**src/rtl/cache_axi_arb_if.sv**
```systemverilog
// Signal bundle between the two caches, the arbiter and the cache-to-AXI bridge.
// slave is the arbiter's view; master is the view of everything around it.
interface cache_axi_arb_if;
  logic         i_rd_req;
  logic [2:0]   i_rd_type;
  logic [31:0]  i_rd_addr;
  logic         i_rd_rdy;
  logic         i_ret_valid;
  logic         i_ret_last;
  logic [31:0]  i_ret_data;

  logic         d_rd_req;
  logic [2:0]   d_rd_type;
  logic [31:0]  d_rd_addr;
  logic         d_rd_rdy;
  logic         d_ret_valid;
  logic         d_ret_last;
  logic [31:0]  d_ret_data;

  logic         d_wr_req;
  logic [31:0]  d_wr_addr;
  logic [127:0] d_wr_data;
  logic         d_wr_rdy;

  logic         rd_req;
  logic [2:0]   rd_type;
  logic [31:0]  rd_addr;
  logic         rd_rdy;
  logic         ret_valid;
  logic         ret_last;
  logic [31:0]  ret_data;

  logic         wr_req;
  logic [31:0]  wr_addr;
  logic [127:0] wr_data;
  logic         wr_rdy;

  modport slave (
    input  i_rd_req, i_rd_type, i_rd_addr,
    output i_rd_rdy, i_ret_valid, i_ret_last, i_ret_data,
    input  d_rd_req, d_rd_type, d_rd_addr,
    output d_rd_rdy, d_ret_valid, d_ret_last, d_ret_data,
    input  d_wr_req, d_wr_addr, d_wr_data,
    output d_wr_rdy,
    output rd_req, rd_type, rd_addr,
    input  rd_rdy, ret_valid, ret_last, ret_data,
    output wr_req, wr_addr, wr_data,
    input  wr_rdy
  );

  modport master (
    output i_rd_req, i_rd_type, i_rd_addr,
    input  i_rd_rdy, i_ret_valid, i_ret_last, i_ret_data,
    output d_rd_req, d_rd_type, d_rd_addr,
    input  d_rd_rdy, d_ret_valid, d_ret_last, d_ret_data,
    output d_wr_req, d_wr_addr, d_wr_data,
    input  d_wr_rdy,
    input  rd_req, rd_type, rd_addr,
    output rd_rdy, ret_valid, ret_last, ret_data,
    input  wr_req, wr_addr, wr_data,
    output wr_rdy
  );
endinterface

```
**src/rtl/cache_axi_arb.sv**
```systemverilog
// Round-robin read arbiter (one outstanding read) plus a one-entry dirty-line write buffer
// for the shared cache-to-AXI bridge; reads to the buffered line stall until it drains.
module cache_axi_arb #(
  parameter int LINE_OFS = 4
) (
  input  logic              clk,
  input  logic              reset,
  cache_axi_arb_if.slave    bus
);

  localparam int LW = 32 - LINE_OFS;

  typedef enum logic [1:0] {R_IDLE, R_HOLD, R_WAIT} r_state_t;
  typedef enum logic       {W_EMPTY, W_FULL}        w_state_t;

  r_state_t     r_state, r_next;
  w_state_t     w_state, w_next;
  logic         owner;        // 0 = icache, 1 = dcache
  logic         last_grant;
  logic [31:0]  wb_addr;
  logic [127:0] wb_data;

  logic [LW-1:0] i_line, d_line, wb_line, dw_line, held_line;
  logic          i_elig, d_elig, grant_d;
  logic          sel_d, issue, issue_fire;
  logic          rd_req_c, i_rd_rdy_c, d_rd_rdy_c;
  logic [2:0]    rd_type_c;
  logic [31:0]   rd_addr_c;
  logic          d_wr_rdy_c, wr_acc;

  assign i_line    = bus.i_rd_addr[31:LINE_OFS];
  assign d_line    = bus.d_rd_addr[31:LINE_OFS];
  assign wb_line   = wb_addr[31:LINE_OFS];
  assign dw_line   = bus.d_wr_addr[31:LINE_OFS];
  assign held_line = owner ? d_line : i_line;

  // A read to the line sitting in the write buffer must not overtake the write.
  assign i_elig  = bus.i_rd_req & ((w_state == W_EMPTY) | (i_line != wb_line));
  assign d_elig  = bus.d_rd_req & ((w_state == W_EMPTY) | (d_line != wb_line));
  assign grant_d = d_elig & (~i_elig | ~last_grant);

  always_comb begin
    r_next     = r_state;
    sel_d      = owner;
    issue      = 1'b0;
    issue_fire = 1'b0;
    rd_req_c   = 1'b0;
    i_rd_rdy_c = 1'b0;
    d_rd_rdy_c = 1'b0;
    case (r_state)
      R_IDLE: begin
        if (i_elig | d_elig) begin
          issue      = 1'b1;
          sel_d      = grant_d;
          rd_req_c   = 1'b1;
          issue_fire = bus.rd_rdy;
          r_next     = bus.rd_rdy ? R_WAIT : R_HOLD;
        end
      end
      R_HOLD: begin
        sel_d      = owner;
        rd_req_c   = 1'b1;
        issue_fire = bus.rd_rdy;
        if (bus.rd_rdy) r_next = R_WAIT;
      end
      R_WAIT: begin
        if (bus.ret_valid & bus.ret_last) r_next = R_IDLE;
      end
      default: r_next = R_IDLE;
    endcase
    i_rd_rdy_c = rd_req_c & ~sel_d & bus.rd_rdy;
    d_rd_rdy_c = rd_req_c &  sel_d & bus.rd_rdy;
    rd_addr_c  = rd_req_c ? (sel_d ? bus.d_rd_addr : bus.i_rd_addr) : 32'h0;
    rd_type_c  = rd_req_c ? (sel_d ? bus.d_rd_type : bus.i_rd_type) : 3'h0;
  end

  always_ff @(posedge clk or posedge reset) begin
    if (reset) begin
      r_state    <= R_IDLE;
      owner      <= 1'b0;
      last_grant <= 1'b0;
    end else begin
      r_state <= r_next;
      if (issue)      owner      <= sel_d;
      if (issue_fire) last_grant <= sel_d;
    end
  end

  // Refuse a write-back to the line a stalled-at-bridge read is about to fetch.
  assign d_wr_rdy_c = (w_state == W_EMPTY) &
                      ~((r_state == R_HOLD) & (held_line == dw_line));
  assign wr_acc     = bus.d_wr_req & d_wr_rdy_c;

  always_comb begin
    w_next = w_state;
    case (w_state)
      W_EMPTY: if (wr_acc)     w_next = W_FULL;
      W_FULL:  if (bus.wr_rdy) w_next = W_EMPTY;
      default: w_next = W_EMPTY;
    endcase
  end

  always_ff @(posedge clk or posedge reset) begin
    if (reset) begin
      w_state <= W_EMPTY;
      wb_addr <= 32'h0;
      wb_data <= 128'h0;
    end else begin
      w_state <= w_next;
      if (wr_acc) begin
        wb_addr <= bus.d_wr_addr;
        wb_data <= bus.d_wr_data;
      end
    end
  end

  // Every output is forced low while reset is asserted, independent of the clock.
  assign bus.rd_req      = ~reset & rd_req_c;
  assign bus.rd_type     = reset ? 3'h0 : rd_type_c;
  assign bus.rd_addr     = reset ? 32'h0 : rd_addr_c;
  assign bus.i_rd_rdy    = ~reset & i_rd_rdy_c;
  assign bus.d_rd_rdy    = ~reset & d_rd_rdy_c;

  assign bus.i_ret_valid = ~reset & bus.ret_valid & (r_state == R_WAIT) & ~owner;
  assign bus.i_ret_last  = ~reset & bus.ret_last  & (r_state == R_WAIT) & ~owner;
  assign bus.d_ret_valid = ~reset & bus.ret_valid & (r_state == R_WAIT) &  owner;
  assign bus.d_ret_last  = ~reset & bus.ret_last  & (r_state == R_WAIT) &  owner;
  assign bus.i_ret_data  = reset ? 32'h0 : bus.ret_data;
  assign bus.d_ret_data  = reset ? 32'h0 : bus.ret_data;

  assign bus.d_wr_rdy    = ~reset & d_wr_rdy_c;
  assign bus.wr_req      = ~reset & (w_state == W_FULL);
  assign bus.wr_addr     = reset ? 32'h0 : wb_addr;
  assign bus.wr_data     = reset ? 128'h0 : wb_data;

endmodule

```
**src/flat_wrapper.sv**
```systemverilog
// flat-port wrapper written by rule: the top's interface ports become plain ports
module cache_axi_arb_flat 
#(
  parameter int LINE_OFS = 4
)
  (clk, reset, bus_i_rd_req, bus_i_rd_type, bus_i_rd_addr, bus_i_rd_rdy, bus_i_ret_valid, bus_i_ret_last, bus_i_ret_data, bus_d_rd_req, bus_d_rd_type, bus_d_rd_addr, bus_d_rd_rdy, bus_d_ret_valid, bus_d_ret_last, bus_d_ret_data, bus_d_wr_req, bus_d_wr_addr, bus_d_wr_data, bus_d_wr_rdy, bus_rd_req, bus_rd_type, bus_rd_addr, bus_rd_rdy, bus_ret_valid, bus_ret_last, bus_ret_data, bus_wr_req, bus_wr_addr, bus_wr_data, bus_wr_rdy);
  cache_axi_arb_if bus_i ();
  input  logic clk;
  input  logic reset;
  input wire logic [$bits(bus_i.i_rd_req)-1:0] bus_i_rd_req;
  input wire logic [$bits(bus_i.i_rd_type)-1:0] bus_i_rd_type;
  input wire logic [$bits(bus_i.i_rd_addr)-1:0] bus_i_rd_addr;
  output wire logic [$bits(bus_i.i_rd_rdy)-1:0] bus_i_rd_rdy;
  output wire logic [$bits(bus_i.i_ret_valid)-1:0] bus_i_ret_valid;
  output wire logic [$bits(bus_i.i_ret_last)-1:0] bus_i_ret_last;
  output wire logic [$bits(bus_i.i_ret_data)-1:0] bus_i_ret_data;
  input wire logic [$bits(bus_i.d_rd_req)-1:0] bus_d_rd_req;
  input wire logic [$bits(bus_i.d_rd_type)-1:0] bus_d_rd_type;
  input wire logic [$bits(bus_i.d_rd_addr)-1:0] bus_d_rd_addr;
  output wire logic [$bits(bus_i.d_rd_rdy)-1:0] bus_d_rd_rdy;
  output wire logic [$bits(bus_i.d_ret_valid)-1:0] bus_d_ret_valid;
  output wire logic [$bits(bus_i.d_ret_last)-1:0] bus_d_ret_last;
  output wire logic [$bits(bus_i.d_ret_data)-1:0] bus_d_ret_data;
  input wire logic [$bits(bus_i.d_wr_req)-1:0] bus_d_wr_req;
  input wire logic [$bits(bus_i.d_wr_addr)-1:0] bus_d_wr_addr;
  input wire logic [$bits(bus_i.d_wr_data)-1:0] bus_d_wr_data;
  output wire logic [$bits(bus_i.d_wr_rdy)-1:0] bus_d_wr_rdy;
  output wire logic [$bits(bus_i.rd_req)-1:0] bus_rd_req;
  output wire logic [$bits(bus_i.rd_type)-1:0] bus_rd_type;
  output wire logic [$bits(bus_i.rd_addr)-1:0] bus_rd_addr;
  input wire logic [$bits(bus_i.rd_rdy)-1:0] bus_rd_rdy;
  input wire logic [$bits(bus_i.ret_valid)-1:0] bus_ret_valid;
  input wire logic [$bits(bus_i.ret_last)-1:0] bus_ret_last;
  input wire logic [$bits(bus_i.ret_data)-1:0] bus_ret_data;
  output wire logic [$bits(bus_i.wr_req)-1:0] bus_wr_req;
  output wire logic [$bits(bus_i.wr_addr)-1:0] bus_wr_addr;
  output wire logic [$bits(bus_i.wr_data)-1:0] bus_wr_data;
  input wire logic [$bits(bus_i.wr_rdy)-1:0] bus_wr_rdy;
  assign bus_i.i_rd_req = bus_i_rd_req;
  assign bus_i.i_rd_type = bus_i_rd_type;
  assign bus_i.i_rd_addr = bus_i_rd_addr;
  assign bus_i_rd_rdy = bus_i.i_rd_rdy;
  assign bus_i_ret_valid = bus_i.i_ret_valid;
  assign bus_i_ret_last = bus_i.i_ret_last;
  assign bus_i_ret_data = bus_i.i_ret_data;
  assign bus_i.d_rd_req = bus_d_rd_req;
  assign bus_i.d_rd_type = bus_d_rd_type;
  assign bus_i.d_rd_addr = bus_d_rd_addr;
  assign bus_d_rd_rdy = bus_i.d_rd_rdy;
  assign bus_d_ret_valid = bus_i.d_ret_valid;
  assign bus_d_ret_last = bus_i.d_ret_last;
  assign bus_d_ret_data = bus_i.d_ret_data;
  assign bus_i.d_wr_req = bus_d_wr_req;
  assign bus_i.d_wr_addr = bus_d_wr_addr;
  assign bus_i.d_wr_data = bus_d_wr_data;
  assign bus_d_wr_rdy = bus_i.d_wr_rdy;
  assign bus_rd_req = bus_i.rd_req;
  assign bus_rd_type = bus_i.rd_type;
  assign bus_rd_addr = bus_i.rd_addr;
  assign bus_i.rd_rdy = bus_rd_rdy;
  assign bus_i.ret_valid = bus_ret_valid;
  assign bus_i.ret_last = bus_ret_last;
  assign bus_i.ret_data = bus_ret_data;
  assign bus_wr_req = bus_i.wr_req;
  assign bus_wr_addr = bus_i.wr_addr;
  assign bus_wr_data = bus_i.wr_data;
  assign bus_i.wr_rdy = bus_wr_rdy;
  cache_axi_arb #(.LINE_OFS(LINE_OFS)) u_core (.clk(clk), .reset(reset), .bus(bus_i));
endmodule
```
**config.mk**
```make
export PLATFORM = sky130hd
export DESIGN_NAME = cache_axi_arb_flat
export DESIGN_NICKNAME = d
export VERILOG_FILES = /design/src/rtl/cache_axi_arb_if.sv /design/src/rtl/cache_axi_arb.sv /design/src/flat_wrapper.sv
export SDC_FILE = /design/constraint.sdc
export NUM_CORES = 1
export LEC_CHECK = 0
export CAP_MARGIN = 20
export CORE_AREA = 2 2 207 209
export CTS_BUF_LIST = sky130_fd_sc_hd__clkbuf_8
export DETAILED_ROUTE_END_ITERATION = 8
export DIE_AREA = 0 0 209 211
export SLEW_MARGIN = 5
export SYNTH_ARGS = -nofsm -noshare
export SYNTH_HDL_FRONTEND = slang
export SYNTH_SLANG_ARGS = --single-unit
```
**constraint.sdc**
```tcl
create_clock -name clk -period 9.3 [get_ports clk]
set_input_delay 1.86 -clock clk [delete_from_list [all_inputs] [get_ports clk]]
set_output_delay 1.86 -clock clk [all_outputs]
set_load 0.01 [all_outputs]
```
Word-level counts from Yosys, hierarchy flattened
Cells that the tools add are included.
{"block": "classes", "eq_ne": 8, "mux": 25, "bitwise": 35, "reduce_logical": 2}
{"op": "32-bit two-way mux", "count": 5}
{"op": "128-bit two-way mux", "count": 1}
{"op": "28-bit != test", "count": 2}
{"op": "28-bit equality test", "count": 1}
{"op": "28-bit two-way mux", "count": 1}
{"op": "1-bit AND", "count": 24}
{"op": "3-bit two-way mux", "count": 3}
{"op": "2-bit two-way mux", "count": 4}
{"op": "1-bit two-way mux", "count": 7}
{"op": "1-bit inverter", "count": 7}
{"op": "1-bit one-hot mux with 2 select lines", "count": 3}
{"op": "2-bit one-hot mux with 3 select lines", "count": 1}
{"op": "2-bit by 1-bit != test with 1-bit output, second input constant", "count": 2}
{"op": "1-bit OR", "count": 4}
{"op": "3-bit AND reduction", "count": 1}
{"op": "2-bit by 1-bit equality test with 1-bit output, second input constant", "count": 1}
{"op": "2-bit equality test, second input constant", "count": 1}
{"op": "2-bit zero test", "count": 1}
{"op": "2-bit != test, second input constant", "count": 1}
{"block": "totals", "reg_bits": 165, "inputBits": 271, "out_inout_bits": 268, "word_cells": 76}

Longest topological paths before layout
{"block": "logic_depth", "ltp_word": 12, "mapped_depth": 10, "ltp_nobuf": 7}

Worst setup path after synthesis
OpenSTA, ideal clock, no wires.
{"block": "synth_timing", "path_type": "input-to-output", "startpoint": "input port reset", "endpoint": "output port bus_d_rd_rdy", "t_arrival_ns": 6.338, "required_time_ns": 7.440, "setup_slack_ns": 1.102, "path_stages": 5, "path_buffers": 2, "cell_sequence": "clkbuf_1 > clkbuf_1 > inv_1 > nand2_1 > nor3_1"}
{"block": "synth_between", "elab_chain_cells": 2}
{"item": "from (decl)", "line": "flat_wrapper.sv:9", "rtl": "input logic reset;"}
{"item": "1-bit inverter", "line": "cache_axi_arb.sv:122", "rtl": "assign bus.d_rd_rdy = ~reset & d_rd_rdy_c;"}
{"item": "1-bit AND", "line": "cache_axi_arb.sv:122"}
{"item": "to (decl)", "line": "flat_wrapper.sv:20", "rtl": "output wire logic [$bits(bus_i.d_rd_rdy)-1:0] bus_d_rd_rdy;"}
No other way between the ends.

Final worst setup path
{"block": "layout_timing", "startpoint": "input port bus_d_rd_addr[27]", "endpoint": "output port bus_rd_addr[11]"}
{"block": "layout_between", "elab_chain_cells": 9, "elab_cells_between_ends": 12, "cone_classes": "eq/ne (1); mux (7); bitwise (4)"}
{"item": "from (decl)", "line": "flat_wrapper.sv:19", "rtl": "input wire logic [$bits(bus_i.d_rd_addr)-1:0] bus_d_rd_addr;"}
{"item": "28-bit != test *", "line": "cache_axi_arb.sv:39", "rtl": "assign d_elig = bus.d_rd_req & ((w_state == W_EMPTY) | (d_line != wb_line));"}
{"item": "1-bit OR *", "line": "cache_axi_arb.sv:39"}
{"item": "1-bit AND *", "line": "cache_axi_arb.sv:39"}
{"item": "1-bit AND / 1-bit OR (equally long branches)", "line": "cache_axi_arb.sv:40, cache_axi_arb.sv:52"}
{"item": "1-bit two-way mux", "line": "cache_axi_arb.sv:52", "rtl": "if (i_elig | d_elig) begin"}
{"item": "1-bit two-way mux", "line": "cache_axi_arb.sv:50", "rtl": "case (r_state)"}
{"item": "32-bit two-way mux", "line": "cache_axi_arb.sv:73", "rtl": "rd_addr_c = rd_req_c ? (sel_d ? bus.d_rd_addr : bus.i_rd_addr) : 32'h0;"}
{"item": "32-bit two-way mux *", "line": "cache_axi_arb.sv:73"}
{"item": "32-bit two-way mux *", "line": "cache_axi_arb.sv:120", "rtl": "assign bus.rd_addr = reset ? 32'h0 : rd_addr_c;"}
{"item": "to (decl)", "line": "flat_wrapper.sv:30", "rtl": "output wire logic [$bits(bus_i.rd_addr)-1:0] bus_rd_addr;"}
Every way passes the cells marked *; elsewhere a longest branch is shown, timed or not.

==> flow_summary.json <==
{
  "outcome": "complete, no violations",
  "worstPathRequired_ps": 7440,
  "final_max_slew_viol_count": 0,
  "layout-drive-gt1-share_pct": 8.23,
  "fmax_ghz": 0.137,
  "vias_per_cell": 4.63,
  "crit_type": "input port to output port",
  "clk_pin_slew_worst_paths_ps": 90,
  "finalHoldViolations": 0,
  "tightest_slew_ps": 1090,
  "hp-start": "u_core.wb_data[45]",
  "critPathLaunchType": "input port",
  "fp.dieArea_um2": 44100,
  "antenna_found_initial": 5,
  "avgRoutedWirePerCell_um": 21.4,
  "drc": 0,
  "core_um2": 41800,
  "powerDensity_nw_per_um2": 175,
  "synth_area_um2": 10400,
  "route.met3.wl_um": 3310,
  "path_common_cell": "clkdlybuf4s50_1",
  "drtAntennaViolNets": 0,
  "cp_slowest_cell": "clkdlybuf4s50_1",
  "start_util_pct": 24.8,
  "cts-root-buf": "clkbuf_8",
  "htree_levels": 4,
  "clockBufferDepth": 2,
  "finalInstanceArea_um2": 16400,
  "synth_area_per_cell_um2": 10.6,
  "ys_types": 35,
  "crit_fanout": 37,
  "chipHeight_um": 211,
  "seq_area_frac_synth_pct": 39.8,
  "io_buffers": 538,
  "cp-end-kind": "output port",
  "drt-met1-wl_um": 16500,
  "cp.arrival_ps": 5460,
  "tns_ps": 0,
  "finalCriticalPeriod_ps": 7320,
  "drt_wl_total_um": 42600,
  "grt_pass1_wl_um": 62600,
  "cts_hold_buf": 0,
  "num_io_pins": 539,
  "drt_iter0_drc": 516,
  "synthesis.nets": 1245,
  "peakVddDrop_mv": 0.0958,
  "cts.sinks": 165,
  "synth_top_cell_area_share_pct": 39.8,
  "fillers": 4128,
  "slew_headroom_pct": 27.1,
  "cts_tree": "done",
  "dr.pass1.iters": 5,
  "yosys.area_share.adder_pct": 0,
  "die_w_um": 209,
  "grt_util_all_layers_pct": 19.2,
  "hp-class": "flop to flop",
  "drv_cap": 0,
  "hold-worst-slack_ps": 490,
  "synth_xor_area_share_pct": 7.09,
  "synth-simple-area-share_pct": 19.0,
  "highest_layer": "met4",
  "dr_wl_met2_um": 21500,
  "post-route-util_pct": 39.2,
  "synth-compound-area-share_pct": 4.49,
  "dp_hpwl_um": 33200,
  "timing.final.crit_share_pct": 78.7,
  "rows": 75,
  "cp-startpoint": "bus_d_rd_addr[27]",
  "synth.area.mux_share_pct": 23.6,
  "critical_path.max_stage_delay_ps": 570,
  "rsz0062_at_grt": "false",
  "path_cells": "clkdlybuf4s50_1, xor2_1, or3_1, nor4_1, a21oi_1, o22ai_1, inv_2, mux2i_1, clkdlybuf4s50_1",
  "cts_buffers": 17,
  "nets": 1704,
  "r2r_cells": 8,
  "synth_top_family_by_area": "multiplexers",
  "clk_latency_ps": 510,
  "globalplace.congestion": 0.917,
  "fin_worst_skew_ps": 14.4,
  "ys_warn_count": 0,
  "vias": 9209,
  "grt.overflow.total": 0,
  "grt_pass1_vias": 9767,
  "r2r_start": "u_core.owner",
  "area_growth_pct": 57.9,
  "ctsResizeCount": 0,
  "whs_path_depth": 1,
  "grt_max_degree": 148,
  "p_leak_uw": 0.00618,
  "post_cts_buffers": 0,
  "placed_area_um2": 15900,
  "syn_inst": 974,
  "synth_top_area_cell": "dfrtp_1",
  "finalSetupViolations": 0,
  "ys_ff_latch": 165,
  "ys_top_cells_by_area": "dfrtp_1 (40%), nor2b_1 (12%), mux2_1 (9.7%)"
}
## cell families (layout without fill, tap and decap cells)
family | Yosys count | after routing
multiplexers | 224 | 224
XOR/XNOR | 84 | 84
AND/OR/NAND/NOR | 310 | 310
buffers and inverters | 111 | 583
other | 0 | 3
AO/OA/AOI/OAI | 80 | 80
flip-flops | 165 | 165
## Yosys cell counts
library cell	instances
mux2i_1	63
xor2_1	33
nor4b_1	1
buf_1	1
nand3_1	1
inv_2	1
nor4_1	15
xnor2_1	51
dfrtp_1	165
a21oi_1	2
nand4_1	14
mux2_2	72
nor2_1	8
a311oi_1	1
buf_4	33
buf_6	10
nand2_1	10
buf_2	12
nor3_1	5
inv_1	3
o22ai_1	1
o311ai_0	1
and3_1	2
o21ai_0	57
nand3b_1	1
nor2b_1	193
o21bai_1	1
clkbuf_1	51
mux2_1	89
or3_1	1
nand4b_1	2
nor3b_1	57
o211ai_1	15
o32a_1	1
o311ai_2	1
## metal layers
layer / up-vias / track usage (%)
met5: - / 0
li1: 4237 / -
met3: 53 / 6.26
met4: 0 / 7.00
met2: 417 / 34.3
met1: 4502 / 21.2
## through the flow
step           cells  total power, uW  setup WS (ps)
6_report        1988             2870           1980
3_5_place_dp    1953             2310           1950
3_3_place_gp    1953             2290           2000
2_1_floorplan    974             1690           1100
4_1_cts         1985             2920           1930
5_1_grt         1988             3040           1690
## cell type report
type / instances / area, um^2 / area share (%)
Timing Repair Buffer: 547 / 5470 / 33.4
Sequential cell: 165 / 4130 / 25.2
Multi-Input combinational cell: 698 / 5630 / 34.4
Tap cell: 539 / 674 / 4.12
Clock buffer: 21 / 289 / 1.77
Inverter: 4 / 20.0 / 0.122
Antenna cell: 3 / 7.51 / 0.0459
Clock inverter: 11 / 148 / 0.902
## path summary, 6_finish.rpt
check                      slack [ps]            endpoint
setup / recovery                 1980     bus_rd_addr[11]
hold / removal                    490  u_core.wb_data[45]
setup reg to reg                 4970  u_core.wb_data[85]
hold reg to reg                   490  u_core.wb_data[45]
max in group asynchronous        6060  u_core.wb_addr[16]
min in group asynchronous        1930  u_core.wb_data[73]
## critical path, delay by kind of cell
kind	cells	cell delay (ps)
buffers and inverters	3	1570
AND/OR/NAND/NOR	2	920
AO/OA/AOI/OAI	2	530
multiplexers	1	360
XOR/XNOR	1	200
## sequential cells by signal (all words and copies together) (netlist names)
register / cells
u_core.wb_data: 128
u_core.owner: 1
u_core.w_state: 1
u_core.r_state: 2
u_core.wb_addr: 32
u_core.last_grant: 1
## report_power, final
part	internal (uW)	switching (uW)
Sequential	880	147
Combinational	704	547
Clock	295	294
## cell usage in the layout, fill, tap and decap left out, drive strengths merged
cell type        n
o311ai           2
or3              1
nand3            1
nand2           10
xor2            33
nand4b           2
clkinvlp         2
buf              9
clkinv           2
o211ai          15
mux2i           63
nor4b            1
dfrtp          165
bufinv           3
nor4            15
xnor2           51
o22ai            1
nor2             8
nor3b           57
diode            3
nand3b           1
o32a             1
clkbuf          22
clkdlybuf4s50  537
nor3             5
a21oi            2
o21bai           1
mux2           161
nand4           14
inv              8
and3             2
nor2b          193
a311oi           1
o21ai           57
(Power assumes the default switching activity.)
